<file path="src/rtl/mem_access_pkg.sv">
// -----------------------------------------------------------------------------
// mem_access_pkg
// Shared definitions for the memory access unit:
//   ADDR_W_DEF / DATA_W_DEF : default address and data widths
//   LEN_W                   : width of the burst length field (length minus 1)
//   state_t                 : FSM state encoding (IDLE, ACCESS, DONE)
// -----------------------------------------------------------------------------
package mem_access_pkg;

  localparam int ADDR_W_DEF = 8;
  localparam int DATA_W_DEF = 8;
  localparam int LEN_W      = 2;

  typedef enum logic [1:0] {
    ST_IDLE   = 2'd0,
    ST_ACCESS = 2'd1,
    ST_DONE   = 2'd2
  } state_t;

endpackage

</file>
<file path="src/rtl/mem_burst_ctr.sv">
// -----------------------------------------------------------------------------
// mem_burst_ctr
// Beat counter and address generator for burst reads. Loads a start address
// and a remaining-beat count, then advances the address by one (wrapping at
// 2^ADDR_W) for every ACCESS cycle that is not the final beat.
// Ports:
//   clock, reset_n : clock and asynchronous active-low reset
//   load           : capture load_addr/load_len (request accepted)
//   load_addr      : burst start address
//   load_len       : beats minus 1 (0 for writes)
//   step           : an ACCESS beat is in progress
//   addr           : current beat address, drives the memory address
//   last           : current beat is the final one
// -----------------------------------------------------------------------------
module mem_burst_ctr
  import mem_access_pkg::*;
#(
  parameter int ADDR_W = ADDR_W_DEF
) (
  input  logic              clock,
  input  logic              reset_n,
  input  logic              load,
  input  logic [ADDR_W-1:0] load_addr,
  input  logic [LEN_W-1:0]  load_len,
  input  logic              step,
  output logic [ADDR_W-1:0] addr,
  output logic              last
);

  logic [LEN_W-1:0] remain;

  // NOTE: state registers use non-blocking assignments so every flop samples
  // pre-edge values; the reset branch sits in the sensitivity list so it acts
  // without a clock edge.
  always_ff @(posedge clock or negedge reset_n) begin
    if (!reset_n) begin
      addr   <= '0;
      remain <= '0;
    end else if (load) begin
      addr   <= load_addr;
      remain <= load_len;
    end else if (step && (remain != '0)) begin
      // Natural overflow gives the wrap from 2^ADDR_W-1 to 0. The address is
      // not advanced after the final beat so it holds through DONE and IDLE.
      addr   <= addr + ADDR_W'(1);
      remain <= remain - LEN_W'(1);
    end
  end

  assign last = (remain == '0);

endmodule

</file>
<file path="src/rtl/mem_access_unit.sv">
// -----------------------------------------------------------------------------
// mem_access_unit
// Turns a valid/ready request into memory access cycles on a simple SRAM-style
// port (A/WD/WE out, combinational RD in) and returns a one-cycle response
// strobe per beat. FSM: IDLE -> ACCESS (one cycle per beat) -> DONE -> IDLE.
//
// Configuration macro: MEM_ACCESS_BURST_EN
//   defined   : req_len port present; reads run req_len+1 beats at
//               consecutive (wrapping) addresses; writes are single beat.
//   undefined : no req_len port, no burst counter; every request is one beat.
//
// Ports:
//   clock, reset_n      : clock and asynchronous active-low reset
//   req_valid/req_ready : request handshake (ready only in IDLE)
//   req_we              : 1 = write, 0 = read
//   req_addr, req_wdata : start address and write data
//   req_len             : burst length minus 1 (burst build only)
//   rsp_valid           : one-cycle strobe per beat (no backpressure)
//   rsp_rdata           : read data, holds its value across writes
//   rsp_last            : final beat of the request
//   busy                : request in progress
//   A, WD, WE           : memory address, write data, write enable
//   RD                  : memory read data, combinational from A
// -----------------------------------------------------------------------------
module mem_access_unit
  import mem_access_pkg::*;
#(
  parameter int ADDR_W = ADDR_W_DEF,
  parameter int DATA_W = DATA_W_DEF
) (
  input  logic              clock,
  input  logic              reset_n,
  input  logic              req_valid,
  output logic              req_ready,
  input  logic              req_we,
  input  logic [ADDR_W-1:0] req_addr,
  input  logic [DATA_W-1:0] req_wdata,
`ifdef MEM_ACCESS_BURST_EN
  input  logic [LEN_W-1:0]  req_len,
`endif
  output logic              rsp_valid,
  output logic [DATA_W-1:0] rsp_rdata,
  output logic              rsp_last,
  output logic              busy,
  output logic [ADDR_W-1:0] A,
  output logic [DATA_W-1:0] WD,
  output logic              WE,
  input  logic [DATA_W-1:0] RD
);

  state_t            state;
  state_t            state_nxt;
  logic              accept;
  logic              in_access;
  logic              last_beat;
  logic              we_q;
  logic [DATA_W-1:0] wdata_q;

  assign accept    = (state == ST_IDLE) && req_valid;
  assign in_access = (state == ST_ACCESS);

  // ---------------------------------------------------------------------------
  // FSM
  // ---------------------------------------------------------------------------
  always_ff @(posedge clock or negedge reset_n) begin
    if (!reset_n) state <= ST_IDLE;
    else          state <= state_nxt;
  end

  // NOTE: next state gets its default before the case so no path leaves it
  // unassigned, which would otherwise infer a latch.
  always_comb begin
    state_nxt = state;
    case (state)
      ST_IDLE:   if (req_valid) state_nxt = ST_ACCESS;
      ST_ACCESS: if (last_beat) state_nxt = ST_DONE;
      ST_DONE:   state_nxt = ST_IDLE;
      default:   state_nxt = ST_IDLE;
    endcase
  end

  // ---------------------------------------------------------------------------
  // Request capture. req_valid outside IDLE never reaches here, so a request
  // presented while busy is simply not seen until the unit returns to IDLE.
  // ---------------------------------------------------------------------------
  always_ff @(posedge clock or negedge reset_n) begin
    if (!reset_n) begin
      we_q    <= 1'b0;
      wdata_q <= '0;
    end else if (accept) begin
      we_q    <= req_we;
      wdata_q <= req_wdata;
    end
  end

  // ---------------------------------------------------------------------------
  // Address generation / beat counting
  // ---------------------------------------------------------------------------
`ifdef MEM_ACCESS_BURST_EN
  logic [LEN_W-1:0] load_len;

  // Writes always run a single beat regardless of req_len.
  assign load_len = req_we ? '0 : req_len;

  mem_burst_ctr #(
    .ADDR_W (ADDR_W)
  ) u_burst_ctr (
    .clock     (clock),
    .reset_n   (reset_n),
    .load      (accept),
    .load_addr (req_addr),
    .load_len  (load_len),
    .step      (in_access),
    .addr      (A),
    .last      (last_beat)
  );
`else
  always_ff @(posedge clock or negedge reset_n) begin
    if (!reset_n)    A <= '0;
    else if (accept) A <= req_addr;
  end

  assign last_beat = 1'b1;
`endif

  // ---------------------------------------------------------------------------
  // Response path: each ACCESS beat produces a strobe in the following cycle,
  // so a burst's strobes are back-to-back and the final one lands in DONE.
  // ---------------------------------------------------------------------------
  always_ff @(posedge clock or negedge reset_n) begin
    if (!reset_n) begin
      rsp_valid <= 1'b0;
      rsp_last  <= 1'b0;
      rsp_rdata <= '0;
    end else begin
      rsp_valid <= in_access;
      rsp_last  <= in_access && last_beat;
      if (in_access && !we_q) rsp_rdata <= RD;
    end
  end

  // ---------------------------------------------------------------------------
  // Outputs. WE is decoded from the state so an asynchronous reset removes it
  // immediately and it can only be high in ACCESS.
  // ---------------------------------------------------------------------------
  assign req_ready = (state == ST_IDLE);
  assign busy      = (state != ST_IDLE);
  assign WE        = in_access && we_q;
  assign WD        = wdata_q;

endmodule
</file>
<file path="config.mk">
export PLATFORM = sky130hd
export DESIGN_NAME = mem_access_unit
export DESIGN_NICKNAME = d
export VERILOG_FILES = /design/src/rtl/mem_access_pkg.sv /design/src/rtl/mem_burst_ctr.sv /design/src/rtl/mem_access_unit.sv
export SDC_FILE = /design/constraint.sdc
export NUM_CORES = 1
export LEC_CHECK = 0
export CORE_ASPECT_RATIO = 1.2
export CORE_MARGIN = 4
export CORE_UTILIZATION = 35
export DETAILED_ROUTE_END_ITERATION = 16
export GPL_TIMING_DRIVEN = 0
export PLACE_DENSITY = 0.84
export SYNTH_ARGS = -nofsm -noshare
export SYNTH_HDL_FRONTEND = slang
export SYNTH_HIERARCHICAL = 1
export SYNTH_SLANG_ARGS = --single-unit
</file>
<file path="constraint.sdc">
create_clock -name clock -period 1.4 [get_ports clock]
set_input_delay 0.28 -clock clock [delete_from_list [all_inputs] [get_ports clock]]
set_output_delay 0.28 -clock clock [all_outputs]
set_load 0.02 [all_outputs]
</file>
==> results of run 1 <==
## power breakdown
part | internal [W] | leakage [nW] | switching [W]
Sequential | 0.00106 | 0.330 | 0.000144
Combinational | 0.000810 | 0.581 | 0.000650
Clock | 0.000159 | 0.0210 | 0.000236
Total | 0.00203 | 0.932 | 0.00103
## layout make-up
cell class | count | share of cell area (%)
buffer | 3 | 1.98
clock buffer | 4 | 1.85
inverter | 1 | 0.192
multi-input combinational | 31 | 22.7
sequential | 28 | 35.8
tap | 36 | 2.30
timing repair buffer | 69 | 35.2
## logic make-up after synthesis
family / Yosys count / share of synthesized area (%)
flip-flops: 28 / 62.7
buffers and inverters: 4 / 3.81
AND/OR/NAND/NOR: 6 / 5.26
multiplexers: 25 / 28.2
## Yosys cell counts
cell type / number
nor3b_2: 1
dfrtp_1: 28
buf_4: 1
inv_1: 1
nor2_1: 1
nor3b_4: 1
mux2_2: 16
mux2_4: 9
buf_12: 1
buf_6: 1
and2b_2: 2
and2_1: 1
## per-layer routing
layer / up-vias / part of all wire, % / global-route usage, %
li1: 363 / - / -
met1: 403 / 36 / 13.8
met2: 37 / 55 / 24.5
met3: 4 / 6.5 / 1.29
met4: 0 / 1.8 / 7.39
met5: - / 0 / 0
## through the flow
stage | hold WS (ps) | TNS, ps
after detailed placement | 495 | -14770
after global routing | 526 | -4250
after floorplan | -15.6 | 0
after CTS | 347 | -4430
final | 468 | -3000
after global placement | 489 | -12000
## path summary, 6_finish.rpt
kind	startpoint	to	slack (ps)	cells past startpoint
max	state[1]	A[4]	-170	6
min	reset_n	rsp_last	470	2
max reg2reg	state[1]	A[4]	-170	6
min reg2reg	rsp_rdata[0]	rsp_rdata[0]	520	1
max in group asynchronous	reset_n	state[1]	470	2
min in group clock	rsp_rdata[0]	rsp_rdata[0]	520	1
## flip-flops by register name, indices dropped and copies added, names as in the netlist
signal and cells:
state 2, rsp_last 1, A 8, rsp_rdata 8
we_q 1, WD 8
## worst max-delay path, delay by kind of cell, from the launching register on
kind / cells / cell delay [ps]
buf+inv: 4 / 560
flops: 1 / 430
mux: 1 / 290
simple gates: 1 / 190
## what timing repair did
action	CTS	global route
pin swaps	0	2
endpoints found under the hold margin	0	28
gates resized for setup	47	34
cloned	1	0
hold buffers	0	1
setup endpoints to repair	39	34
buffers inserted	10	1
==> metrics.cfg, run 1 <==
[routing]
drt.antenna.violating_nets = 0
drc = 0
first_iter_violations = 18
vias = 807
wl_per_cell_um = 16.7
drtPass1Iterations = 2
wl_um = 2880
viasPerCell = 4.69

[placed_design]
hpwl_um = 1900
dpl-instance-area_um2 = 1720
dp_slack_ps = -386
gp_congestion = 0.652
placement.io_buffers = 56
placedCellCount = 155

[floorplanning]
fp.dieW_um = 59.6
fp.dieH_um = 69.9
rows = 22
core-area_um2 = 3060
io_pins = 57
initial_core_util_pct = 36.6
die_area_um2 = 4160

[power_and_ir_drop]
power_w = 0.00306
leakage_nw = 0.932
ir_drop_v = 0.000896
p_per_area_nw_per_um2 = 1560

[layout]
multi_input_area_um2 = 444
nFillCells = 237
final_cell_mix = 27 x dfrtp_1, 26 x clkdlybuf4s50_1, 25 x mux2_4
final_cells = 172
diodes = 0
fin_area_um2 = 1960
drive_gt1_share_pct = 41.2
area_growth_pct = 75.4
utilization_pct = 64.1
layout_commonest_cell = dfrtp_1
seq_area_um2 = 702
num-nets-final = 165

[status]
status = finished with violations
violations = negative setup slack

[cts]
cts.path.max_buffers = 2
clock_latency_ps = 330
clk_pin_slew_ps = 160
cts_max_level = 1
cts_buffers = 3
cts.sinks = 28
cts-root-buf = clkbuf_4
cts_tree = done

[worst_setup_path]
cp-start-kind = flop
crit_path_max_fanout = 7
crit_slowest_cell = dfrtp_2
worstSetupPathType = reg2reg
critPathCaptureType = flop
worstPathCellList = buf_6 -> buf_6 -> nor3b_2 -> buf_6 -> buf_12 -> mux2_4
cp.arrival_ps = 1790
required_ps = 1620
cp_common_cell = buf_6
cpPeakStageDelay_ps = 430

[synthesis]
syn-instance-count = 63
netlist-cell-type-count = 12
ys_ff_latch = 28
yosysTopAreaCellShare_pct = 62.7
yosys.area.top_type = dfrtp_1
synth.avg_cell_area_um2 = 17.7
synth_area_um2 = 1120
yosysSeqAreaShare_pct = 62.7
synthTopCellsByArea = dfrtp_1 63%, mux2_2 16%, mux2_4 12%, buf_12 1.8%, nor3b_4 1.7%
syn-num-nets = 91
synth_warnings = 6

[grt]
grt_max_degree = 29
grt_pass1_vias = 919
antenna_found_initial = 0
grt_pass1_wl_um = 4170
grt_remaining_overflow = 0
track_usage_pct = 13.3

[timing]
fmax_ghz = 0.636
report.final.hold_viol_count = 0
max_slew.worst_pin.slew_ps = 610
skew_ps = 19.5
fin_crit_ps = 1570
finalSetupViolations = 28
slew_headroom_pct = 59.4
worst_slack_ps = -172
rsz0062_at_grt = yes
final.period_utilization_pct = 112
drv_slew = 0

[hold_path]
min_path_type = in2async

[job]
drv_cap = 0

No activity file was read; power rests on OpenSTA's default activity.
==> inputs of run 2 (changes only) <==
Settings changed: PLACE_DENSITY 0.84 to unset, PLACE_DENSITY_LB_ADDON set to 0.12.
==> run 2 against run 1 <==
Compared with the run above:
- the flow still finishes with violations (negative setup slack)
- setup slack better by 31 ps
- sequential power about the same
- clock skew down 18 ps
- wire length down 11%
- register-to-register slack better by 70 ps
- worst hold slack better by 23 ps
- first-iteration DRC count down 50%
==> metrics.cfg, run 2 (same netlist as run 1, synthesis figures left out) <==
[status]
status = finished with violations  ; unchanged
violations = negative setup slack  ; unchanged

[worst_setup_path]
critPathCaptureType = primary output  ; was flop
r2r_setup_slack_ps = -100  ; was -170 ps
worstPathCellList = and2b_2 -> and2_4 -> buf_6  ; was buf_6 -> buf_6 -> nor3b_2 -> buf_6 -> buf_12 -> mux2_4
crit_path_max_fanout = 4  ; was 7
cp.arrival_ps = 1260  ; was 1790 ps
r2r_cells = 6  ; unchanged
required_ps = 1120  ; was 1620 ps
crit_path_start = state[0]  ; was state[1]
cp-start-kind = flop  ; unchanged
worstReg2RegStart = state[1]  ; unchanged
endpoint = WE  ; was A[4]
crit_slowest_cell = dfrtp_2  ; unchanged
worstSetupPathType = reg2out  ; was reg2reg
reg2reg_to = A[4]  ; unchanged
cpPeakStageDelay_ps = 450  ; was 430 ps

[routing]
drt.antenna.violating_nets = 0  ; unchanged
first_iter_violations = 9  ; was 18
vias = 779  ; was 807
wl_um = 2550  ; was 2880 µm
drt-met1-wl_um = 989  ; was 1050 µm
wl_met2_um = 1290  ; was 1590 µm
wl_per_cell_um = 14.9  ; was 16.7 µm
dr.max_layer_used = met3  ; was met4
viasPerCell = 4.56  ; was 4.69
drc = 0  ; unchanged
drtPass1Iterations = 4  ; was 2
met3WireLength_um = 270  ; was 188 µm

[timing]
rsz0062_at_grt = yes  ; unchanged
skew_ps = 1.31  ; was 19.5 ps
max_slew.worst_pin.slew_ps = 606  ; was 610 ps
slew_headroom_pct = 59.6  ; was 59.4%
drv_slew = 0  ; unchanged
final.period_utilization_pct = 110  ; was 112%
fmax_ghz = 0.649  ; was 0.636 GHz
fin_crit_ps = 1540  ; was 1570 ps
report.final.hold_viol_count = 0  ; unchanged
worst_slack_ps = -141  ; was -172 ps
finalSetupViolations = 28  ; unchanged

[grt]
grt_pass1_wl_um = 4100  ; was 4170 µm
grt_remaining_overflow = 0  ; unchanged
grt_pass1_vias = 890  ; was 919
track_usage_pct = 12.6  ; was 13.3%
grt_max_degree = 29  ; unchanged
antenna_found_initial = 0  ; unchanged

[cts]
clk_pin_slew_ps = 140  ; was 160 ps
cts.sinks = 28  ; unchanged
cts_buffers = 3  ; unchanged
cts-root-buf = clkbuf_4  ; unchanged
cts.path.max_buffers = 2  ; unchanged
cts_max_level = 1  ; unchanged
cts_tree = done  ; unchanged
clock_latency_ps = 310  ; was 330 ps

[layout]
nFillCells = 263  ; was 237
utilization_pct = 64.3  ; was 64.1%
fin_area_um2 = 1970  ; was 1960 µm²
area_growth_pct = 75.9  ; was 75.4%
multi_input_area_um2 = 440  ; was 444 µm²
diodes = 0  ; unchanged
drive_gt1_share_pct = 41.5  ; was 41.2%
num-nets-final = 164  ; was 165
seq_area_um2 = 703  ; was 702 µm²
final_cell_mix = 26 x dfrtp_1, 26 x clkdlybuf4s50_1, 24 x mux2_4  ; was 27 x dfrtp_1, 26 x clkdlybuf4s50_1, 25 x mux2_4

[hold_path]
min_path_type = in2async  ; unchanged

[power_and_ir_drop]
p_per_area_nw_per_um2 = 1550  ; was 1560 nW/µm²
clock_power_share_pct = 12.5  ; was 12.9%
switching_power_w = 0.000992  ; was 0.00103 W
ir_drop_v = 0.000827  ; was 0.000896 V
p_sw_share_pct = 32.7  ; was 33.6%
intPower_w = 0.00205  ; was 0.00203 W
p_seq_share_pct = 39.7  ; was 39.4%
leakage_nw = 0.926  ; was 0.932 nW
power_w = 0.00304  ; was 0.00306 W
pwr-share-comb_pct = 47.9  ; was 47.6%

[floorplanning]
die_area_um2 = 4160  ; unchanged
core-area_um2 = 3060  ; unchanged
fp.dieH_um = 69.9  ; unchanged
initial_core_util_pct = 36.6  ; unchanged
fp.dieW_um = 59.6  ; unchanged
rows = 22  ; unchanged
io_pins = 57  ; unchanged

[placed_design]
dpl-instance-area_um2 = 1720  ; unchanged
placement.io_buffers = 56  ; unchanged
hpwl_um = 1770  ; was 1900 µm
gp_congestion = 0.618  ; was 0.652

[job]
drv_cap = 0  ; unchanged

[run 2: power groups by stage]
stage,Sequential [W],Clock (W),Combinational (W)
after floorplan,0.00152,0,0.000387
after global placement,0.00121,0,0.00136
after detailed placement,0.00122,0,0.00138
after CTS,0.00120,0.000407,0.00141
after global routing,0.00124,0.000444,0.00153
final,0.00121,0.000379,0.00145
[run 2: what timing repair did]
action | CTS | global route
pin swaps | 2 | 0
resized for setup | 62 | 14
buffers inserted | 7 | 3
hold endpoints to repair | 0 | 28
hold buffers | 0 | 1
setup endpoints to repair | 74 | 36
cloned | 1 | 0
[run 2: worst min-delay path by stage]
| stage | cells past startpoint | slack [ps] | endpoint |
|---|---|---|---|
| after floorplan | 0 | -20 | A[0] |
| after global placement | 1 | 490 | rsp_rdata[4] |
| after detailed placement | 1 | 500 | A[0] |
| after CTS | 1 | 350 | rsp_rdata[6] |
| after global routing | 2 | 530 | rsp_rdata[6] |
| final | 2 | 490 | rsp_last |
[run 2: critical path, delay by kind of cell, from the launching register on]
| kind | cells | cell delay [ps] |
|---|---|---|
| buffers and inverters | 1 | 120 |
| AND/OR/NAND/NOR | 2 | 380 |
| flip-flops | 1 | 450 |
[run 2: per-layer routing]
metal  vias up  global-route usage [%]
li1        359                       -
met3         0                    3.70
met2        35                    19.6
met4         0                    2.96
met5         -                       0
met1       385                    17.2
[run 2: final cells by class]
class / instances / share of cell area [%]
buffer: 3 / 1.97
clock buffer: 4 / 1.85
inverter: 1 / 0.191
multi-input combinational: 31 / 22.4
sequential: 28 / 35.8
tap: 36 / 2.29
timing repair buffer: 68 / 35.5
[run 2: metrics by stage]
step / hold slack (ps) / std cells / TNS, ps / setup WS, ps
after detailed placement: 495 / 155 / -14180 / -370
after global routing: 532 / 171 / -3440 / -209
final: 491 / 171 / -1610 / -141
after global placement: 489 / 155 / -13980 / -356
after floorplan: -15.6 / 63 / 0 / 95.4
after CTS: 354 / 167 / -1320 / -200
==> inputs of run 3 (changes only) <==
Settings changed: SKIP_LAST_GASP set to 1.
==> run 3 against run 2 <==
Compared with the run above:
- the flow still finishes with violations (negative setup slack)
- flip-flop and latch count unchanged
- clock skew about the same
- utilization decreased by 0.90 points
- register-to-register slack about the same
- final cell count unchanged
- sequential share of layout area increased by 0.51 points
- critical path type unchanged
==> metrics.cfg, run 3 (same netlist as run 1, synthesis figures left out) <==
[grt]
track_usage_pct = 12.1  ; was 12.6%
grt_pass1_vias = 872  ; was 890
grt_remaining_overflow = 0  ; unchanged
grt_pass1_wl_um = 3950  ; was 4100 µm
antenna_found_initial = 0  ; unchanged
grt_max_degree = 29  ; unchanged

[floorplanning]
io_pins = 57  ; unchanged
rows = 22  ; unchanged
core-area_um2 = 3060  ; unchanged
initial_core_util_pct = 36.6  ; unchanged
fp.dieH_um = 69.9  ; unchanged
die_area_um2 = 4160  ; unchanged
fp.dieW_um = 59.6  ; unchanged

[placed_design]
dpl-instance-area_um2 = 1720  ; unchanged
placement.io_buffers = 56  ; unchanged
hpwl_um = 1770  ; unchanged
gp_congestion = 0.618  ; unchanged
dp_slack_ps = -370  ; unchanged

[power_and_ir_drop]
leakage_nw = 0.900  ; was 0.926 nW
p_per_area_nw_per_um2 = 1540  ; was 1550 nW/µm²
ir_drop_v = 0.000820  ; was 0.000827 V

[cts]
cts_tree = done  ; unchanged
cts_max_level = 1  ; unchanged
cts-root-buf = clkbuf_4  ; unchanged
cts.sinks = 28  ; unchanged
clk_pin_slew_ps = 140  ; about the same
cts.path.max_buffers = 2  ; unchanged
clock_latency_ps = 310  ; about the same
cts_buffers = 3  ; unchanged

[status]
violations = negative setup slack  ; unchanged
status = finished with violations  ; unchanged

[routing]
viasPerCell = 4.53  ; was 4.56
wl_per_cell_um = 14.4  ; was 14.9 µm
drtPass1Iterations = 2  ; was 4
drc = 0  ; unchanged
vias = 774  ; was 779
first_iter_violations = 4  ; was 9
drt.antenna.violating_nets = 0  ; unchanged
wl_um = 2470  ; was 2550 µm

[worst_setup_path]
required_ps = 1120  ; about the same
worstReg2RegStart = state[1]  ; unchanged
r2r_cells = 6  ; unchanged
crit_path_max_fanout = 4  ; unchanged
r2r_setup_slack_ps = -110  ; was -100 ps
cp-start-kind = flop  ; unchanged
reg2reg_to = A[1]  ; was A[4]
cp.arrival_ps = 1260  ; about the same
critPathCaptureType = primary output  ; unchanged
worstSetupPathType = reg2out  ; unchanged

[timing]
fmax_ghz = 0.651  ; was 0.649 GHz
drv_slew = 0  ; unchanged
slew_headroom_pct = 59.9  ; was 59.6%
fin_tns_setup_ps = -1860  ; was -1610 ps
final.period_utilization_pct = 110  ; about the same
worst_slack_ps = -136  ; was -141 ps
finalSetupViolations = 28  ; unchanged
report.final.hold_viol_count = 0  ; unchanged
skew_ps = 1.72  ; was 1.31 ps
max_slew.worst_pin.slew_ps = 602  ; was 606 ps
fin_crit_ps = 1540  ; about the same
rsz0062_at_grt = yes  ; unchanged

[layout]
diodes = 0  ; unchanged
area_growth_pct = 73.5  ; was 75.9%
final_cell_mix = 26 x dfrtp_1, 26 x clkdlybuf4s50_1, 20 x dlygate4sd2_1  ; was 26 x dfrtp_1, 26 x clkdlybuf4s50_1, 24 x mux2_4
drive_gt1_share_pct = 41.5  ; unchanged
fin_area_um2 = 1940  ; was 1970 µm²
nFillCells = 268  ; was 263
num-nets-final = 164  ; unchanged

[job]
drv_cap = 0  ; unchanged

[hold_path]
min_path_type = in2async  ; unchanged

## run 3: cell types whose count changed in the layout (fill, tap and decap cells not counted), sizes merged
cell           previous run  this run
clkdlybuf4s15             6         5
dlygate4sd2              19        20
## run 3: how the worst max path moves through the flow
stage          slack, ps      from     to  cells after the start
5_1_grt             -210  state[0]     WE                      3
6_report            -140  state[0]     WE                      3
2_1_floorplan        100  state[1]   A[4]                      4
3_5_place_dp        -370   reset_n  WD[0]                      1
3_3_place_gp        -360   reset_n   A[5]                      1
4_1_cts             -200  state[0]     WE                      3
## run 3: layout make-up
cell class              instances  area, µm²  area share, %
well taps                      36       45.0           2.32
repair buffers                 68        697           36.0
multi-input cells              31        414           21.4
flip-flops and latches         28        703           36.3
clock buffers                   4       36.3           1.87
plain buffers                   3       38.8           2.00
inverters                       1       3.75          0.194
## run 3: per-layer routing
metal  routed length, µm  track usage [%]
met3                 270             3.70
met4                   0             2.96
met2                1270             19.7
met5                   0                0
met1                 929             15.5
## run 3: through the flow
stage,std cells,power (W),util [%],hold slack [ps]
final,171,0.00299,63.4,489
after global routing,171,0.00317,63.4,532
after CTS,167,0.00293,60.7,354
after detailed placement,155,0.00260,56.4,495
after global placement,155,0.00257,56.4,489
after floorplan,63,0.00191,-,-15.6
## run 3: power by group
group,switching [W],total [W],internal (W)
Sequential,0.000137,0.00120,0.00106
Clock,0.000218,0.000377,0.000159
Combinational,0.000621,0.00141,0.000788
## run 3: worst max-delay path: stages, from the launching register on
cell,delay (ps)
dfrtp_2,450
and2b_2,220
and2_4,160
buf_6,120
## run 3: repair_timing
| item | CTS | global route |
|---|---|---|
| hold endpoints to repair | 0 | 28 |
| resized for setup | 50 | 18 |
| endpoints found under the setup margin | 74 | 35 |
| hold buffers | 0 | 1 |
| setup buffers | 7 | 3 |
| cloned | 1 | 0 |
| pin swaps | 2 | 1 |
